--- config.mk ---
export PLATFORM = sky130hd
export DESIGN_NAME = clk_rst_seq
export DESIGN_NICKNAME = d
export VERILOG_FILES = /design/src/rtl/clk_rst_seq.sv
export SDC_FILE = /design/constraint.sdc
export NUM_CORES = 1
export LEC_CHECK = 0
export ABC_CLOCK_PERIOD_IN_PS = 3100
export CELL_PAD_IN_SITES_DETAIL_PLACEMENT = 0
export CELL_PAD_IN_SITES_GLOBAL_PLACEMENT = 1
export CORE_ASPECT_RATIO = 1.75
export CORE_MARGIN = 2
export CORE_UTILIZATION = 45
export DETAILED_ROUTE_END_ITERATION = 6
export PLACE_DENSITY = 0.92
export RECOVER_POWER = 25
export SYNTH_ARGS = -nofsm -noshare
export SYNTH_HDL_FRONTEND = slang
export SYNTH_SLANG_ARGS = --single-unit
--- constraint.sdc ---
create_clock -name clk -period 3.1 [get_ports clk]
set_clock_uncertainty 0.1 [all_clocks]
set_input_delay 0.465 -clock clk [delete_from_list [all_inputs] [get_ports clk]]
set_output_delay 0.465 -clock clk [all_outputs]
set_load 0.005 [all_outputs]
--- src/rtl/clk_rst_seq.sv ---
// clk_rst_seq: staggered per-channel reset release sequencer with per-channel clock-enable dividers
// Ports: clk, rst (async active-low), sw_rst_req (sync restart), ch_en / div_ratio (per-channel gate and ratio),
//        ch_rst_n / ch_ce (registered per-channel reset and enable pulses), seq_busy, seq_done.
module clk_rst_seq #(
  parameter int NUM_CH = 4,
  parameter int DIV_W = 8,
  parameter int HOLD_CYCLES = 16,
  parameter int STAGGER = 4
) (
  input  logic                    clk,
  input  logic                    rst,
  input  logic                    sw_rst_req,
  input  logic [NUM_CH-1:0]       ch_en,
  input  logic [NUM_CH*DIV_W-1:0] div_ratio,
  output logic [NUM_CH-1:0]       ch_rst_n,
  output logic [NUM_CH-1:0]       ch_ce,
  output logic                    seq_busy,
  output logic                    seq_done
);
  localparam int LAST = HOLD_CYCLES + (NUM_CH - 1) * STAGGER;
  localparam int SW = $clog2(LAST + 1);
  typedef enum logic [1:0] {HOLD, RELEASE, RUN} state_t;
  state_t state, state_nxt;
  logic [SW-1:0] sc, sc_nxt;
  logic [NUM_CH-1:0] rel_nxt;
  always_comb begin
    sc_nxt = sw_rst_req ? '0 : (sc == SW'(LAST)) ? sc : sc + SW'(1);
    state_nxt = sw_rst_req ? HOLD : (sc_nxt == SW'(LAST)) ? RUN : (sc_nxt >= SW'(HOLD_CYCLES)) ? RELEASE : HOLD;
  end
  always_ff @(posedge clk or negedge rst) begin
    if (!rst) begin
      state <= HOLD;
      sc <= '0;
      ch_rst_n <= '0;
      seq_busy <= 1'b1;
      seq_done <= 1'b0;
    end else begin
      state <= state_nxt;
      sc <= sc_nxt;
      ch_rst_n <= rel_nxt;
      seq_busy <= state_nxt != RUN;
      seq_done <= state != RUN && state_nxt == RUN;
    end
  end
  for (genvar k = 0; k < NUM_CH; k++) begin : g_ch
    logic [DIV_W-1:0] cnt, lat, r_eff;
    logic arm, act, ce;
    assign rel_nxt[k] = !sw_rst_req && (sc_nxt >= SW'(HOLD_CYCLES + k * STAGGER));
    // arm lags ch_rst_n by one edge so the divider starts the cycle after release
    assign act = ch_rst_n[k] & arm & ch_en[k] & ~sw_rst_req;
    // a fresh ratio is taken only at the start of a period
    assign r_eff = (cnt == '0) ? div_ratio[k*DIV_W +: DIV_W] : lat;
    assign ch_ce[k] = ce;
    always_ff @(posedge clk or negedge rst) begin
      if (!rst) begin
        cnt <= '0;
        lat <= '0;
        arm <= 1'b0;
        ce <= 1'b0;
      end else begin
        arm <= ch_rst_n[k];
        cnt <= (act && cnt != r_eff) ? cnt + DIV_W'(1) : '0;
        lat <= r_eff;
        ce <= act && cnt == r_eff;
      end
    end
  end
endmodule
After elaboration in Yosys (flattened, before gate mapping)
Cells that the tools add are included.
{"block": "op_classes", "add_sub_neg": 5, "n_mul": 0, "div_mod_pow": 0, "magnitude_cmp": 4, "n_eq_ne": 13, "shift": 0, "n_mux": 13, "bitwise": 13, "reduce_logical": 18}
{"op": "$mux W8", "count": 8}
{"op": "$add A8 B1 Y8 const B", "count": 4}
{"op": "$eq A8 B8 Y1", "count": 4}
{"op": "$logic_not A8 Y1", "count": 4}
{"op": "$ne A8 B8 Y1", "count": 4}
{"op": "$ge A5 B5 Y1 const B", "count": 4}
{"op": "$logic_and A1 B1 Y1", "count": 13}
{"op": "$and A1 B1 Y1", "count": 12}
{"op": "$eq A5 B5 Y1 const B", "count": 2}
{"op": "$mux W5", "count": 2}
{"op": "$add A5 B1 Y5 const B", "count": 1}
{"op": "$mux W2", "count": 2}
{"op": "$ne A2 B2 Y1 const B", "count": 2}
{"op": "$eq A2 B2 Y1 const B", "count": 1}
{"op": "$logic_not A1 Y1", "count": 1}
{"op": "$mux W1", "count": 1}
{"op": "$not A1 Y1", "count": 1}
{"block": "totals", "ff_bits": 85, "latch_bits": 0, "mem_bits_rw": 0, "romBits": 0, "inputBits": 39, "out_inout_bits": 10, "wordCells": 87, "mem_count": 0}

Logic depth before layout (Yosys ltp)
{"block": "logic_depth", "ltp_word": 9, "depth_mapped": 9, "ltp_nobuf": 8}

Worst setup path before layout
No wires, ideal clock.
{"block": "synth_timing", "kind": "reg-to-reg", "from": "register g_ch[1].cnt[0]", "to": "register g_ch[1].ce", "setup_ns": 0.068, "t_arrival_ns": 2.250, "required_time_ns": 2.932, "slack_ns": 0.682, "stages_incl_launch_ff": 8, "n_path_buf": 0, "period_less_slack_ns": 2.418, "path_cell_list": "dfrtp_1 -> inv_1 -> ha_1 -> or3b_2 -> nor2_4 -> or4_1 -> a2111oi_4 -> and3b_1"}
{"block": "synth_via", "elab_chain_cells": 4}
{"element": "start: declaration", "line_no": "46", "rtl": "logic [DIV_W-1:0] cnt, lat, r_eff;"}
{"element": "start signal: assignment", "line_no": "62", "rtl": "cnt <= (act && cnt != r_eff) ? cnt + DIV_W'(1) : '0;"}
{"element": "$logic_not A8 Y1", "line_no": "52", "rtl": "assign r_eff = (cnt == '0) ? div_ratio[k*DIV_W +: DIV_W] : lat;"}
{"element": "$mux W8", "line_no": "52"}
{"element": "$eq A8 B8 Y1 *", "line_no": "64", "rtl": "ce <= act && cnt == r_eff;"}
{"element": "$logic_and A1 B1 Y1 *", "line_no": "64"}
{"element": "end signal: assignment", "line_no": "64"}
{"element": "end: declaration", "line_no": "47", "rtl": "logic arm, act, ce;"}
Mark *: on every way between the ends. The rest lies on a longest branch, timed or not.

Worst setup path after layout
{"block": "layout_timing", "from": "register g_ch[1].cnt[0]", "to": "register g_ch[1].cnt[2]"}
{"block": "layout_via", "elab_chain_cells": 5, "elab_cells_between_ends": 6, "classes_between": "add/sub: 1; eq/ne: 1; mux: 2; reduce/logical: 2"}
{"element": "$logic_not A8 Y1", "line_no": "52"}
{"element": "$mux W8", "line_no": "52"}
{"element": "$ne A8 B8 Y1", "line_no": "62"}
{"element": "$logic_and A1 B1 Y1", "line_no": "62"}
{"element": "$mux W8 *", "line_no": "62"}
Marked as above.

==> metrics <==
run status finished, violations left; failing checks capacitance limit, slew limit; period utilization 87.47%; crit-path max FO 9; Die Y 134.9 µm; antenna-violating nets left 0; Worst-Skew Late Latency around 0.33 ns; slowest cell on the critical path a2111oi_4; Avg Cell Area, Syn 10.57 µm²; initial antenna violation count 0; Netlist cell types 64; Synth area leaders dfrtp_1 48%, xnor2_1 4.6%, inv_1 3.2%, nand2_1 3.1%, ha_1 2.8%; worst path bufs/invs 1; Synth Flop Type dfrtp_1; DRT iter0 DRCs around 130; drt via density 5.514; Flop pwr share 47.1%; CTS tree yes; Final #Nets 515; num ports 49; Sw Pwr 0.5238 mW; Root Buffer clkbuf_16; Static Leak 2.252 nW; Async S/R FF share, synth between 90% and 100%; post-DR wirelength/cell 15.15 µm; Post-CTS Setup Inserts 0; largest net degree at the start of global routing between 80 and 90; worst setup path start g_ch[1].cnt[0]; detailed placement HPWL 6750 µm; Worst Hold Launch ch_rst_n[2]; Starting Density 46.28%; CTS clk-pin slew, worst paths approximately 0.060 ns; Peak Freq 368.8 MHz; final setup margin 0.3885 ns; number of flops mapped to enable cells by yosys 0; Max Root-Sink Buffers 2; RePlAce Congestion 0.8135; Synth area leader dfrtp_1; critical path required time around 3.2 ns; Tot GR Track Use a little under a fifth; CP top delay family simple AND/OR/NAND/NOR gates; diode count 0; die width 78.83 µm; clock network fraction of total power 46.8%; Initial DRT Pass Iterations 5; H-tree levels 3; Crit Path Class register to register; CP arrival 2.80 ns; Synth top area share 47.67%; final WL 8984 µm; vias in the first global route 3474; final hold violations 0; GRT overflow 0; fin. max-slew vios 86; CP cell instances inv_1 -> ha_1 -> or3b_2 -> nor2_4 -> or4_1 -> a2111oi_4 -> a211oi_1; Row Count 47; Crit. End Element register; synthesized flop and latch total 85; area delta synth->final 20.54%; fin crit period between 2 and 3 ns; Mapped Cells 417; Int Pwr 1.922 mW; number of max-cap violations 1; IR drop worst, VDD 321.2 µV; die area between 10000 and 15000 µm²; post-cts sizing count 0; Net Count, Synth between 400 and 500; port bufs 48; pre-CTS worst setup slack 0.1655 ns; Worst path max stage delay 0.65 ns; hold buffers post-CTS 0; Num Clock Sinks 85; RSZ-0062 raised after global routing no; Net Sw Frac 21.42%; Hold Crit Class register to register; Post-Syn Area 4409 µm²; startpoint types register; ratio of cells with drive above 1 in the final layout a little over a tenth; Vias 3270; final setup vio count 0; core area 9527 µm²; Gate power share slightly above 6%; Slew @ Worst Pin 2.054 ns; pwr dens 460.1 nW/µm²; first-pass GRT wire length roughly 15000 µm; setup tns final 0 ns; number of CTS-inserted buffers 9; Yosys warnings 0; # DRC 0; FF-to-FF Start g_ch[1].cnt[0]; slew margin rel. -36.93%; sequential share of the synthesized area 48.27%
final timing paths:
check / slack [ns] / depth (start not counted) / endpoint
max: 0.39 / 7 / g_ch[1].cnt[2]
min: 0.29 / 0 / g_ch[2].arm
min reg2reg: 0.29 / 0 / g_ch[2].arm
max in group asynchronous: 1.07 / 1 / g_ch[0].cnt[4]
max reg2reg: 0.39 / 7 / g_ch[1].cnt[2]
min in group asynchronous: 0.62 / 1 / state[0]
logic make-up (layout without fill, tap and decap cells):
| family | after synthesis | in the layout | share of synthesized area (%) |
|---|---|---|---|
| muxes | 22 | 22 | 5.675 |
| DFF | 85 | 85 | 48.27 |
| AOI/OAI and AO/OA | 85 | 85 | 14.84 |
| xor gates and xnor gates | 33 | 33 | 6.555 |
| and+or+nand+nor | 123 | 123 | 16.09 |
| adders and majority gates | 10 | 10 | 2.838 |
| buffers and inverters | 59 | 113 | 5.732 |
registers in the layout (all words and copies together), names as in the netlist:
register and flops:
ch_rst_n 4, g_ch.arm 4, g_ch.ce 4, g_ch.cnt 32, g_ch.lat 32, sc 5
seq_busy 1, seq_done 1, state 2
Yosys cell counts (3+ instances only):
library cell / instances
dfrtp_1: 84
inv_1: 38
nand2_1: 36
xnor2_1: 23
a21oi_1: 20
nand3_1: 19
a211oi_1: 16
nor2b_1: 13
ha_1: 10
mux2_1: 10
xor2_1: 10
and3_1: 9
a311oi_1: 7
buf_4: 7
mux2_2: 6
nor2_1: 6
a222oi_1: 5
clkbuf_1: 5
nand2b_1: 5
o21ai_1: 5
a2111oi_0: 4
buf_2: 4
inv_2: 4
mux2i_1: 4
nand4_1: 4
o22ai_1: 4
o2bb2ai_1: 4
or4_1: 4
a22oi_1: 3
and4b_1: 3
nand4b_1: 3
nor3b_1: 3
routing by layer:
layer	track usage, %	routed length (µm)	vias to the layer above
met5	0	0	-
met4	8.333	187	0
met3	2.072	261	17
met2	35.75	5148	70
met1	18.70	3386	1594
li1	-	-	1589
through the flow:
stage | area, µm² | hold slack (ns) | utilization (%) | instances | total power [mW]
3_3_place_gp | 4994 | 0.2847 | 52.42 | 577 | 1.320
4_1_cts | 5318 | 0.2693 | 55.82 | 593 | 2.478
5_1_grt | 5315 | 0.3164 | 55.79 | 593 | 2.542
6_report | 5315 | 0.2937 | 55.79 | 593 | 2.445
2_1_floorplan | 4409 | 0.06941 | - | 417 | 1.230
3_5_place_dp | 4994 | 0.2866 | 52.42 | 577 | 1.324
cells in the final DEF, fill, tap and decap left out, drive strengths merged, types with 13 or more instances in the layout:
cell type      netlist  routed
a211oi              16      16
a21oi               20      20
clkdlybuf4s50        0      47
dfrtp               84      84
inv                 42      43
mux2                18      18
nand2               36      36
nand3               19      19
nor2b               13      13
xnor2               23      23
cell type report:
type	instances	area, µm²
fillers	853	4212
inverters	43	161.4
flip-flops and latches	85	2128
multi-input cells	273	2028
well taps	122	152.6
repair buffers	54	520.5
clock buffers	9	225.2
clock inverters	7	98.84
power by group through the flow:
stage	Combinational (mW)	Sequential [mW]	Clock [mW]
floorplan	0.0632	1.17	0
global placement	0.149	1.17	0
detailed placement	0.152	1.17	0
CTS	0.152	1.15	1.17
global route	0.167	1.15	1.22
finish	0.148	1.15	1.15
No activity file was read; power rests on OpenSTA's default activity.
